<file path="config.mk">
export PLATFORM = sky130hd
export DESIGN_NAME = pipe_adder
export DESIGN_NICKNAME = d
export VERILOG_FILES = /design/src/rtl/pipe_adder_pkg.sv /design/src/rtl/add_chunk.sv /design/src/rtl/pipe_adder.sv
export SDC_FILE = /design/constraint.sdc
export NUM_CORES = 1
export LEC_CHECK = 0
export ABC_AREA = 1
export BUFFER_PORTS_ARGS = -buffer_cell sky130_fd_sc_hd__buf_2
export CORE_UTILIZATION = 40
export CTS_CLUSTER_DIAMETER = 50
export DETAILED_ROUTE_END_ITERATION = 16
export PLACE_DENSITY = 0.59
export SLEW_MARGIN = 25
export SYNTH_ARGS = -nofsm -noshare
export SYNTH_HDL_FRONTEND = slang
export SYNTH_SLANG_ARGS = --single-unit
</file>
<file path="constraint.sdc">
create_clock -name clk -period 2.35 [get_ports clk]
set_input_delay 0.5875 -clock clk [delete_from_list [all_inputs] [get_ports clk]]
set_output_delay 0.5875 -clock clk [all_outputs]
set_load 0.05 [all_outputs]
</file>
<file path="src/rtl/pipe_adder_pkg.sv">
// Shared constants and helpers for the chunked pipelined adder.
package pipe_adder_pkg;

  // Operation select carried on the sub input
  localparam logic ADD = 1'b0;
  localparam logic SUB = 1'b1;

  // True when the operand width splits into whole chunks
  function automatic bit chunk_fits(input int width, input int chunk);
    return (chunk > 0) && (width >= chunk) && ((width % chunk) == 0);
  endfunction

endpackage

</file>
<file path="src/rtl/add_chunk.sv">
// Combinational CHUNK-bit adder slice; also exposes the carry into its MSB
// so the last slice can derive signed overflow.
module add_chunk
  import pipe_adder_pkg::*;
#(
  parameter int CHUNK = 8
) (
  input  logic [CHUNK-1:0] a,
  input  logic [CHUNK-1:0] b,
  input  logic             ci,
  output logic [CHUNK-1:0] s,
  output logic             co,
  output logic             cmsb
);

  logic [CHUNK:0] total;

  // Widened add; the carry into the MSB is recovered from a ^ b ^ s at that bit
  always_comb begin
    total = {1'b0, a} + {1'b0, b} + {{CHUNK{1'b0}}, ci};
    s     = total[CHUNK-1:0];
    co    = total[CHUNK];
    cmsb  = a[CHUNK-1] ^ b[CHUNK-1] ^ total[CHUNK-1];
  end

endmodule

</file>
<file path="src/rtl/pipe_adder.sv">
// Pipelined WIDTH-bit adder/subtractor. Each stage adds one CHUNK of the
// operands using the carry registered by the stage before it, with a
// valid/ready handshake per stage so bubbles collapse under back-pressure.
module pipe_adder
  import pipe_adder_pkg::*;
#(
  parameter int WIDTH = 32,
  parameter int CHUNK = 8
) (
  input  logic             clk,
  input  logic             rst,
  input  logic             in_valid,
  output logic             in_ready,
  input  logic [WIDTH-1:0] a,
  input  logic [WIDTH-1:0] b,
  input  logic             cin,
  input  logic             sub,
  output logic             out_valid,
  input  logic             out_ready,
  output logic [WIDTH-1:0] sum,
  output logic             cout,
  output logic             ovf
);

  localparam int STAGES = WIDTH / CHUNK;

  if (!chunk_fits(WIDTH, CHUNK)) begin : g_bad_chunk
    $error("pipe_adder: WIDTH must be a positive multiple of CHUNK");
  end

  // Stage inputs: index 0 is fed from the ports, index k from stage k-1
  logic [WIDTH-1:0]  xa [STAGES];
  logic [WIDTH-1:0]  xb [STAGES];
  logic [WIDTH-1:0]  xs [STAGES];
  logic [STAGES-1:0] xc;
  logic [STAGES-1:0] xv;
  logic [STAGES-1:0] vld;
  logic [STAGES-1:0] rdy;

  // Subtract is A + ~B + 1, so cin is replaced by 1 in that mode
  assign xa[0]    = a;
  assign xb[0]    = (sub == SUB) ? ~b : b;
  assign xc[0]    = (sub == SUB) ? 1'b1 : cin;
  assign xs[0]    = '0;
  assign xv[0]    = in_valid;
  assign in_ready = rdy[0];

  // Ready ripples back from the output: a stage may load if empty or if the next one moves
  always_comb begin
    rdy = '0;
    rdy[STAGES-1] = !vld[STAGES-1] || out_ready;
    for (int k = STAGES - 2; k >= 0; k--) begin
      rdy[k] = !vld[k] || rdy[k+1];
    end
  end

  for (genvar k = 0; k < STAGES; k++) begin : g_stage
    logic [CHUNK-1:0] ch_s;
    logic             ch_co;
    logic             ch_cmsb;
    logic             vld_q, vld_d;
    logic [WIDTH-1:0] s_q, s_d;
    logic             c_q, c_d;

    add_chunk #(.CHUNK(CHUNK)) u_add (
      .a    (xa[k][k*CHUNK +: CHUNK]),
      .b    (xb[k][k*CHUNK +: CHUNK]),
      .ci   (xc[k]),
      .s    (ch_s),
      .co   (ch_co),
      .cmsb (ch_cmsb)
    );

    assign vld[k] = vld_q;

    // Load a new partial sum when this stage is ready, otherwise hold
    always_comb begin
      vld_d = vld_q;
      s_d   = s_q;
      c_d   = c_q;
      if (rdy[k]) begin
        vld_d                   = xv[k];
        s_d                     = xs[k];
        s_d[k*CHUNK +: CHUNK]   = ch_s;
        c_d                     = ch_co;
      end
    end

    // Valid bit is the only state that needs clearing on reset
    always_ff @(posedge clk or posedge rst) begin
      if (rst) vld_q <= 1'b0;
      else     vld_q <= vld_d;
    end

    // Partial sum and carry registers
    always_ff @(posedge clk) begin
      s_q <= s_d;
      c_q <= c_d;
    end

    if (k < STAGES - 1) begin : g_fwd
      logic [WIDTH-1:0] a_q, a_d;
      logic [WIDTH-1:0] b_q, b_d;
      logic             cmsb_unused;

      // Carry the operand bits still to be consumed by later stages
      always_comb begin
        a_d = a_q;
        b_d = b_q;
        if (rdy[k]) begin
          a_d = xa[k];
          b_d = xb[k];
        end
      end

      // Operand forwarding registers
      always_ff @(posedge clk) begin
        a_q <= a_d;
        b_q <= b_d;
      end

      assign xa[k+1]     = a_q;
      assign xb[k+1]     = b_q;
      assign xs[k+1]     = s_q;
      assign xc[k+1]     = c_q;
      assign xv[k+1]     = vld_q;
      assign cmsb_unused = ch_cmsb;
    end else begin : g_last
      logic               ov_q, ov_d;
      logic [2*WIDTH-1:0] ops_unused;

      // Signed overflow: carry into the MSB disagrees with the carry out
      always_comb begin
        ov_d = ov_q;
        if (rdy[k]) ov_d = ch_cmsb ^ ch_co;
      end

      // Overflow register
      always_ff @(posedge clk) begin
        ov_q <= ov_d;
      end

      assign ops_unused = {xa[k], xb[k]};

      // Data registers are not reset, so gate them until a result is present
      assign out_valid = vld_q;
      assign sum       = vld_q ? s_q : '0;
      assign cout      = vld_q & c_q;
      assign ovf       = vld_q & ov_q;
    end
  end

endmodule

</file>
## Yosys cells after proc, flatten, opt, wreduce, memory -nomap -nowiden

Index checks and enable logic that the tools add are counted.

| cells by class | value |
|---|---|
| $add $sub $neg | 8 |
| multiply operators | 0 |
| divide/modulo/power cells | 0 |
| magnitude comparators | 0 |
| equality and inequality tests | 0 |
| shift-type cells | 0 |
| muxes and demuxes | 3 |
| bitwise operators | 6 |
| reduce and logical (&&, ||, !) cells | 8 |

Operators with widths:

| operator | number |
|---|---|
| 32-bit two-way mux | 2 |
| 8-bit by 8-bit adder with 9-bit output | 4 |
| 9-bit by 1-bit adder with 9-bit output | 4 |
| 32-bit NOT | 1 |
| 1-bit logical NOT | 4 |
| 1-bit logical OR | 4 |
| 1-bit XOR | 3 |
| 1-bit bitwise AND | 2 |
| 1-bit two-way mux | 1 |

| word-level totals | value |
|---|---|
| register bits after elaboration | 281 |
| latch bits | 0 |
| RAM bits | 0 |
| bits in read-only memories | 0 |
| input bits | 70 |
| output and inout bits | 36 |
| logic and storage cells | 44 |
| memories | 0 |

## Logic depth before layout (Yosys ltp)

Gate-level depths: netlist of the first run.

| logic depth | value |
|---|---|
| depth after elaboration | 5 |
| gate-level depth with buffers | 11 |
| gate-level depth less buffers | 10 |

## Cells and area by module

Synthesis of the first run repeated with hierarchy kept, for this count alone.

| second synthesis, totals | value |
|---|---|
| cell total of the unflattened synthesis | 547 |
| area, all modules | 7739.9 sq um |

Modules (own cells, without submodules):

| module | instances | cells an instance | area each (sq um) | seq. area each (sq um) |
|---|---|---|---|---|
| pipe_adder | 1 | 311 | 6271.0 | 5535.3 |
| add_chunk at g_stage[1].u_add ... | 3 | 59 | 370.4 | 0.0 |
| add_chunk at g_stage[0].u_add | 1 | 59 | 357.8 | 0.0 |

## Least setup slack after synthesis of the first run

Ideal clock, no wire load.

| timing path | value |
|---|---|
| path type | register to output |
| start | register g_stage[3].vld_q, in the netlist out_valid |
| end | output port in_ready |
| data arrival time | 2166 ps |
| required time | 1762 ps |
| setup slack | -404 ps |
| stages on the path, launching flop included | 7 |
| path buffers | 1 |
| path through | dfrtp_1 -> buf_4 -> inv_2 -> nor2_4 -> nand2_4 -> nor2_4 -> nand2_2 |

| between the ends | value |
|---|---|
| longest elaborated chain between the ends | 5 |

Ends and longest elaborated chain:

| element | RTL line | text |
|---|---|---|
| from (decl) | pipe_adder.sv:61 | `logic vld_q, vld_d;` |
| from (signal assigned) | pipe_adder.sv:92 | `else vld_q <= vld_d;` |
| 1-bit logical NOT | pipe_adder.sv:51 | `rdy[STAGES-1] = !vld[STAGES-1] \|\| out_ready;` |
| 1-bit logical OR | pipe_adder.sv:51 |  |
| 1-bit logical OR | pipe_adder.sv:53 | `rdy[k] = !vld[k] \|\| rdy[k+1];` |
| via rdy[2] | pipe_adder.sv:38 | `logic [STAGES-1:0] rdy;` |
| 1-bit logical OR (2 in a row) | pipe_adder.sv:53 |  |
| to (decl) | pipe_adder.sv:13 | `output logic in_ready,` |

The timed path passes the listed nets, and every way through them passes these cells.

## Worst setup path in the final report of the first run

Same ends and word-level chain as after synthesis.

==> results of run 1 <==
cells in the final DEF (no fill, tap or decap):
cell,instances
nor2_1,5
nand2_1,139
dfrtp_1,3
inv_4,1
buf_2,105
nand2_8,1
clkinvlp_4,5
nand3_1,22
or2_1,1
clkinv_2,1
nand2_2,1
clkinv_4,2
inv_1,94
nand4_1,6
xnor2_1,3
buf_4,10
a21oi_1,18
xor2_1,41
bufinv_16,4
buf_12,1
inv_6,1
clkbuf_16,17
nor2_4,2
or2_2,2
fa_1,8
nand2_4,1
ha_1,28
clkinv_1,2
dfrtp_2,1
inv_8,1
edfxtp_1,181
flip-flops by register name (all words and copies together) (netlist names):
| signal | cells |
|---|---|
| g_stage.c_q | 4 |
| g_stage.vld_q | 3 |
| out_valid | 1 |
| g_stage.s_q | 80 |
| g_stage.g_fwd.a_q | 48 |
| g_stage.g_fwd.b_q | 48 |
| g_stage.g_last.ov_q | 1 |
critical path: stages (launching register included):
cell	delay [ps]
dfrtp_2	420
inv_4	40
nor2_4	160
nand2_8	70
nor2_4	170
nand2_4	100
buf_2	220
cell type report:
type / instances / area, sq um / area share, %
Clock inverter: 15 / 200.2 / 2.177
Multi-Input combinational cell: 278 / 1753 / 19.06
Tap cell: 234 / 292.8 / 3.184
Clock buffer: 17 / 425.4 / 4.626
Inverter: 96 / 366.6 / 3.987
Sequential cell: 185 / 5537 / 60.21
Timing Repair Buffer: 116 / 620.6 / 6.749
final timing paths:
path,startpoint,to,slack [ps],cells after the start
setup reg to reg,g_stage[1].c_q,g_stage[2].c_q,350,6
min in group clk,a[11],g_stage[0].g_fwd.a_q[11],340,1
hold / removal,rst,g_stage[2].vld_q,50,2
hold reg to reg,g_stage[1].g_fwd.a_q[28],g_stage[2].g_fwd.a_q[28],410,0
max in group asynchronous,rst,out_valid,2140,2
setup / recovery,out_valid,in_ready,170,6
layer usage:
metal  routed length, um  vias to the layer above
met5                   0                        -
met4                 221                        0
met3                 398                       17
met2                6166                       91
met1                4531                     1926
li1                    -                     2141
report_power, final:
group | switching [mW] | internal [mW]
clock network | 1.18 | 1.78
logic | 1.43 | 0.598
registers | 0.185 | 4.55
cells by family after synthesis:
group / synth area share [%]
xor gates and xnor gates: 5.015
adders and majority gates: 6.643
DFF: 72.03
and+or+nand+nor: 9.801
buffers and inverters: 5.340
AOI/OAI and AO/OA: 1.172
==> summary.md, run 1 <==
| Metric | Value |
|---|---|
| Met2 GRT Util | `23.25%` |
| Number of flops mapped to enable cells by yosys | `181` |
| Clock skew | `6.102 ps` |
| Clock-pin slew on the worst setup and hold paths | `60 ps` |
| Synth Flop Type | `edfxtp_1` |
| Worst hold slack | `50.17 ps` |
| # nets final | `800` |
| Final Util | `48.99%` |
| Crit start category | `flip-flop` |
| Via-to-Cell Ratio | `4.437` |
| Post-layout minimum cycle time | `2184 ps` |
| CTS resizes | `0` |
| Max cap viols | `0` |
| Core area | `18770 sq um` |
| Setup Fix Bufs, Post-CTS | `0` |
| Number of CTS-inserted buffers | `17` |
| CTS hold repair buffers | `0` |
| Synth cell count leaders | `edfxtp_1, nand2_1, inv_1` |
| Die width | `between 100 and 150 um` |
| Root Driver | `clkbuf_16` |
| Total Neg Setup Slack | `0 ps` |
| Tcrit/Tclk final | `92.92%` |
| Vias in the first global route | `4108` |
| Critical path type | `flip-flop to primary output` |
| Finished Layout Cells | `between 900 and 1000` |
| Crit. End Element | `primary output` |
| Share of cells above drive strength 1 | `22.07%` |
| DRT Pass-1 Iters | `5` |
| Seq cells post-synth | `185` |
| Worst EP required | `1760 ps` |
| Synth Warn # | `0` |
| DR DRC count | `0` |
| Crit-path max FO | `3` |
| Initial DRC Count | `about 170` |
| Via count | `4175` |
| GRT met3 Usage | `under 10%` |
| Async SR Flop Fraction | `2.162%` |
| Status | `finished clean` |
| Yosys cell types | `20` |
| Design Area, Final | `9195 sq um` |
| Initial core utilization | `40.95%` |
| Syn_area_per_cell | `13.55 sq um` |
| Diodes inserted | `0` |
| CTS tree | `done` |
| CTS Buffer Depth | `2` |
| Crit path DAT | `1600 ps` |
| Grt ovf | `0` |
| Register area share after synthesis | `about 72%` |
| IO buf count | `105` |
| Placed cells | `roughly 910` |
| Yosys top cell area share | `70.73%` |
| Initial antenna violation count | `0` |
| Area leader, netlist | `edfxtp_1` |
| Area contributors post-synth | `edfxtp_1, nand2_1, xor2_1` |
| FMAX | `458.0 MHz` |
| Gpl congestion | `0.8405` |
| M1 GR Usage | `about 13%` |
| RSZ-0062 raised after global routing | `false` |
| Syn_nets | `673` |
| Post-DP Area | `8569 sq um` |
| Max_slew headroom | `between 60 and 70%` |
| Chip Height | `140.6 um` |
| Max VDD drop | `between 0.0004 and 0.0005 V` |
| Max-slew violation count | `0` |
| Clock Sinks | `185` |
| Hold WC Path Type | `input pin to asynchronous set/reset pin` |
| Area growth from synthesis to layout | `19.65%` |
| # rows | `50` |
| Routed WL | `approximately 11000 um` |
| Leak | `4.201 nW` |
| Wire per inst | `12.03 um` |
| GR Util All Layers | `12.36%` |
| Boundary Pins | `around 110` |
| Fillcell total | `1637` |
| Worst slew pin tran | `523.3 ps` |
| Skew-Pair Late Insertion Delay | `420 ps` |
| H-tree depth | `4` |
| Pre-CTS setup slack | `-0.8733 ps` |
| Final setup margin | `166.4 ps` |
| Syn Inst Count | `567` |
| Most common cell in the netlist | `edfxtp_1` |
| Most Crowded Layer GR | `met2` |
| Total power | `9.724 mW` |
| PD cells | `1058 nW/um^2` |
| Dpl hpwl | `8320 um` |
| Largest net degree at the start of global routing | `59` |
| Post-Syn Area | `a little under 8000 sq um` |
| Final Setup Violations | `0` |
| Routed Antenna Nets | `0` |
| Die area | `19770 sq um` |
| First-pass GRT wire length | `18540 um` |
| Final Hold Violating Endpoints | `0` |
Power figures use the tool's default switching activity.
==> inputs of run 2 (changes only) <==
BUFFER_PORTS_ARGS = -buffer_cell sky130_fd_sc_hd__clkbuf_2   (was -buffer_cell sky130_fd_sc_hd__buf_2)
CORE_UTILIZATION = 35   (was 40)
PLACE_DENSITY = 0.53   (was 0.59)
SLEW_MARGIN = default   (was 25)
==> run 2 against run 1 <==
Critical endpoint unchanged. Clock power shrank 7.1%. Sequential share of layout area hardly changed. First-iteration DRC count up 6.6%. Register-to-register slack lost 20 ps. Clock skew grew 1.3 ps. Cell area about the same. Maximum frequency decreased by 1.4%. Sequential power about the same. Non-clock buffer count decreased by 1. Utilization shrank 5.8 points.
==> summary.md, run 2 (same netlist as run 1, synthesis figures left out) <==
| Metric | Value |
|---|---|
| Initial antenna violation count | `0` |
| Max VDD drop | `0.0004854 V` |
| Skew-Pair Late Insertion Delay | `420 ps` |
| Die width | `150.2 um` |
| FMAX | `about 450 MHz` |
| Diodes inserted | `0` |
| Share of cells above drive strength 1 | `21.81%` |
| Wire per inst | `12.08 um` |
| Max-slew violation count | `0` |
| PD cells | `1035 nW/um^2` |
| Tcrit/Tclk final | `94.22%` |
| Core area | `21290 sq um` |
| Post-DP Area | `8626 sq um` |
| H-tree depth | `4` |
| CTS tree | `done` |
| RSZ-0062 raised after global routing | `false` |
| Status | `finished clean` |
| Final Hold Violating Endpoints | `0` |
| Clock-pin slew on the worst setup and hold paths | `60 ps` |
| Setup Fix Bufs, Post-CTS | `0` |
| Gpl congestion | `0.8555` |
| Crit. End Element | `primary output` |
| Max cap viols | `0` |
| Post-layout minimum cycle time | `around 2200 ps` |
| Clock Sinks | `185` |
| Design Area, Final | `9201 sq um` |
| DRT Pass-1 Iters | `4` |
| Leak | `4.195 nW` |
| Crit path largest cell delay | `410 ps` |
| Final Setup Violations | `0` |
| CTS hold repair buffers | `0` |
| R2R setup slack | `330 ps` |
| Crit start category | `flip-flop` |
| Routed WL | `11850 um` |
| Most Crowded Layer GR | `met2` |
| Hold WC Path Type | `input pin to asynchronous set/reset pin` |
| First-pass GRT wire length | `about 20000 um` |
| Largest net degree at the start of global routing | `59` |
| Met2 GRT Util | `20.67%` |
| Crit-path max FO | `3` |
| Via count | `4216` |
| Dpl hpwl | `8800 um` |
| Via-to-Cell Ratio | `4.298` |
| Area growth from synthesis to layout | `19.73%` |
| Routed Antenna Nets | `0` |
| Largest reg by FF count | `g_stage.s_q` |
| CTS Buffer Depth | `2` |
| Total power | `9.522 mW` |
| Max FFs per register | `80` |
| R2r endpoint | `g_stage[2].c_q` |
| # rows | `53` |
| Commonest non-fill, non-tap cells in the layout | `edfxtp_1, nand2_1, clkbuf_2` |
| Max_slew headroom | `approximately 60%` |
| IO buf count | `105` |
| Boundary Pins | `106` |
| Crit path DAT | `1630 ps` |
| CP Cell Sequence | `inv_4 > nor2_4 > nand2_8 > nor2_4 > nand2_4 > clkbuf_2` |
| Initial DRC Count | `177` |
| R2R Path Start | `g_stage[1].c_q` |
| Most used cell, CP | `nor2_4` |
| Worst EP required | `1760 ps` |
| Clock skew | `7.382 ps` |
| Critical path type | `flip-flop to primary output` |
| Final setup margin | `135.9 ps` |
| Number of CTS-inserted buffers | `17` |
| Grt ovf | `0` |
| Kind of cell adding the most delay to the critical path | `simple AND/OR/NAND/NOR gates` |
| Total Neg Setup Slack | `0 ps` |
| CP bufs+invs | `2` |
| Vias in the first global route | `4165` |
| CTS resizes | `0` |
| # nets final | `approximately 800` |
| FF-to-FF path depth | `6` |
| M1 GR Usage | `approximately 12%` |
| DR DRC count | `0` |
| Pre-CTS setup slack | `-16.86 ps` |
| Crit-path slowest cell | `dfrtp_2` |
| Root Driver | `clkbuf_16` |
| Initial core utilization | `36.10%` |
| GR Util All Layers | `11.49%` |
| GRT met3 Usage | `between 2 and 3%` |
| Regs by FF count | `g_stage.s_q x80, g_stage.g_fwd.a_q x48, g_stage.g_fwd.b_q x48` |
| Worst slew pin tran | `615.6 ps` |
| Die area | `22550 sq um` |
| Commonest non-fill, non-tap cell in the layout | `edfxtp_1` |
| Chip Height | `150.2 um` |
[run 2: cell types whose count changed in the layout (fill, tap and decap cells not counted), sizes merged]
cell / previous run / this run
buf: 116 / 10
clkinv: 5 / 6
clkbuf: 17 / 122
bufinv: 4 / 2
inv: 97 / 98
[run 2: power breakdown]
part | leakage (nW) | internal [mW] | total (mW) | switching (mW)
clock | 0.269 | 1.57 | 2.75 | 1.18
sequential | 1.89 | 4.55 | 4.73 | 0.181
combinational | 2.03 | 0.594 | 2.05 | 1.46
[run 2: cell type report]
type | count | area [sq um]
flip-flops and latches | 185 | 5537
fillers | 1944 | 12090
repair buffers | 115 | 625.6
clock inverters | 15 | 150.1
well taps | 275 | 344.1
clock buffers | 17 | 425.4
inverters | 96 | 366.6
multi-input cells | 278 | 1753
[run 2: layer usage]
layer / vias to the layer above / share of wire [%]
li1: 2131 / -
met1: 1973 / 40
met2: 91 / 54
met3: 21 / 3.9
met4: 0 / 2.6
met5: - / 0
[run 2: how the worst max path moves through the flow]
stage                          from           endpoint  cells after the start
after floorplan           out_valid     g_stage[1].c_q                      6
after global placement          sub     g_stage[0].c_q                     10
after detailed placement        sub  g_stage[0].s_q[6]                     10
after CTS                 out_valid           in_ready                      6
after global routing      out_valid           in_ready                      6
final                     out_valid           in_ready                      6
[run 2: stage by stage]
stage,util [%],std cells,hold WS [ps]
final,43.23,981,33.53
after floorplan,-,567,353.5
after CTS,43.23,981,13.72
after global routing,43.23,981,33.58
after detailed placement,40.52,949,404.5
after global placement,40.52,949,401.3
==> inputs of run 3 (changes only) <==
--- a/config.mk
+++ b/config.mk
@@ -9,2 +9,5 @@
 export BUFFER_PORTS_ARGS = -buffer_cell sky130_fd_sc_hd__clkbuf_2
+export CELL_PAD_IN_SITES_DETAIL_PLACEMENT = 1
+export CELL_PAD_IN_SITES_GLOBAL_PLACEMENT = 2
+export CORE_ASPECT_RATIO = 0.6
 export CORE_UTILIZATION = 35
@@ -12,3 +15,3 @@
 export DETAILED_ROUTE_END_ITERATION = 16
-export PLACE_DENSITY = 0.53
+export PLACE_DENSITY = 0.72
 export SYNTH_ARGS = -nofsm -noshare
--- a/constraint.sdc
+++ b/constraint.sdc
@@ -3,2 +3,2 @@
 set_output_delay 0.5875 -clock clk [all_outputs]
-set_load 0.05 [all_outputs]
+set_load 0.01 [all_outputs]
==> run 3 against run 2 <==
Final cell count up 0.31%. Clock skew rose by 2.0 ps. Largest power group unchanged. Largest cell class unchanged. Highest routed layer unchanged. Sequential cell count did not move.
==> summary.md, run 3 (same netlist as run 1, synthesis figures left out) <==
| Metric | Value |
|---|---|
| Status | `finished clean` |
| Crit path DAT | `2230 ps` |
| H-tree depth | `4` |
| # rows | `41` |
| Wire per inst | `14.43 um` |
| Combinational power share | `17.6%` |
| Area growth from synthesis to layout | `19.44%` |
| Initial DRC Count | `167` |
| Crit path largest cell delay | `490 ps` |
| Pre-CTS setup slack | `-3.173 ps` |
| Setup Fix Bufs, Post-CTS | `0` |
| Dpl hpwl | `10200 um` |
| Via count | `4221` |
| Die width | `slightly below 200 um` |
| Post-DP Area | `8598 sq um` |
| R2R setup slack | `290 ps` |
| Regs by FF count | `g_stage.s_q x80, g_stage.g_fwd.a_q x48, g_stage.g_fwd.b_q x48` |
| Share of cells above drive strength 1 | `21.56%` |
| Crit-path slowest cell | `fa_1` |
| Clk pwr share | `30.7%` |
| Placed cells | `952` |
| Commonest non-fill, non-tap cell in the layout | `edfxtp_1` |
| Finished Layout Cells | `between 900 and 1000` |
| Final Hold Violating Endpoints | `0` |
| FF-to-FF path depth | `6` |
| Initial antenna violation count | `0` |
| CTS Buffer Depth | `2` |
| Sw Pwr | `2.454 mW` |
| Skew-Pair Late Insertion Delay | `roughly 420 ps` |
| Final setup margin | `287.3 ps` |
| RSZ-0062 raised after global routing | `false` |
| Routed Antenna Nets | `0` |
| DRT Pass-1 Iters | `6` |
| CTS resizes | `0` |
| Gpl congestion | `between 0.8 and 0.9` |
| Number of CTS-inserted buffers | `17` |
| Largest net degree at the start of global routing | `59` |
| Design Area, Final | `between 9000 and 10000 sq um` |
| Crit start category | `flip-flop` |
| Worst EP required | `2520 ps` |
| Max FFs per register | `80` |
| CP Cell Sequence | `fa_1 > fa_1 > nand4_1 > nand3_1 > nand2_1 > nand2_1` |
| Die area | `22570 sq um` |
| Fillcell total | `around 2300` |
| Post-layout minimum cycle time | `around 2100 ps` |
| GR Util All Layers | `13.20%` |
| FMAX | `484.8 MHz` |
| Sw Share | `26.76%` |
| DR DRC count | `0` |
| IO buf count | `105` |
| CTS tree | `done` |
| Initial core utilization | `36.10%` |
| Tcrit/Tclk final | `87.77%` |
| R2r endpoint | `g_stage[2].c_q` |
| Crit-path max FO | `3` |
| Core area | `approximately 21000 sq um` |
| Hold WC Path Type | `input pin to asynchronous set/reset pin` |
| Diodes inserted | `0` |
| Final Setup Violations | `0` |
| Total power | `between 9 and 10 mW` |
| Vias in the first global route | `around 4400` |
| Clock Sinks | `185` |
| First-pass GRT wire length | `22420 um` |
| Grt ovf | `0` |
| Leak | `between 4 and 5 nW` |
| Chip Height | `116.8 um` |
| Routed WL | `about 14000 um` |
| Max_slew headroom | `between 50% and 60%` |
| Clock skew | `9.361 ps` |
| Boundary Pins | `106` |
| Via-to-Cell Ratio | `4.290` |
| Critical path type | `flip-flop to flip-flop` |
| R2R Path Start | `g_stage[1].c_q` |
| Root Driver | `clkbuf_16` |
| Worst hold slack | `roughly 23 ps` |
| # nets final | `798` |
| Max cap viols | `0` |
| Crit. End Element | `flip-flop` |
| Seq pwr share | `51.8%` |
| Commonest non-fill, non-tap cells in the layout | `edfxtp_1, nand2_1, clkbuf_2` |
| Largest reg by FF count | `g_stage.s_q` |
| Pint | `6.714 mW` |
| Max VDD drop | `0.0006615 V` |
| Max-slew violation count | `0` |
| Clock-pin slew on the worst setup and hold paths | `70 ps` |
| Worst slew pin tran | `677.0 ps` |
| PD cells | `998.8 nW/um^2` |
| CTS hold repair buffers | `0` |
[run 3: changes by cell type in the layout (fill, tap and decap cells not counted), sizes merged]
cell / delta
buf: -1
clkinvlp: +1
inv: -2
clkbuf: +1
[run 3: critical path: cells and delay by family (launching register included)]
kind	cells	cell delay, ps
flops	1	400
simple gates	4	480
fa+ha+maj	2	930
[run 3: worst max-delay path by stage]
| stage | slack, ps | cells past startpoint | end | startpoint |
|---|---|---|---|---|
| after floorplan | 30 | 11 | g_stage[0].c_q | sub |
| after global placement | 80 | 10 | g_stage[0].s_q[6] | sub |
| after detailed placement | -3 | 10 | g_stage[0].c_q | sub |
| after CTS | 270 | 6 | in_ready | out_valid |
| after global routing | 190 | 6 | g_stage[2].c_q | g_stage[1].c_q |
| final | 290 | 6 | g_stage[2].c_q | g_stage[1].c_q |
[run 3: metrics by stage]
stage	utilization (%)	setup TNS, ps
after floorplan	-	0
after global placement	40.39	0
after detailed placement	40.39	-3.173
after CTS	43.11	0
after global routing	43.11	0
final	43.11	0
[run 3: area by class of cell]
cell class                 count  area (sq um)  area share [%]
inverter                      96         364.1           3.967
clock inverter                14         151.4           1.649
timing repair buffer         114         605.6           6.598
multi-input combinational    278          1744           19.00
clock buffer                  18         429.2           4.676
sequential                   185          5535           60.31
tap                          279         349.1           3.803
[run 3: metal layers]
layer  part of all wire (%)  vias up  wire [um]  GRT usage [%]
li1                       -     2136          -              -
met1                     50     2004       7080          17.76
met2                     46       63       6570          21.16
met3                    2.5       18        357          2.521
met4                    1.3        0        191          5.920
met5                      0        -          0              0
[run 3: power by group through the flow]
stage,clock network (mW),registers (mW),logic (mW)
finish,2.81,4.75,1.61
global placement,0,4.80,1.58
CTS,2.89,4.76,1.65
detailed placement,0,4.83,1.64
floorplan,0,4.74,1.06
global route,3.00,4.82,1.84
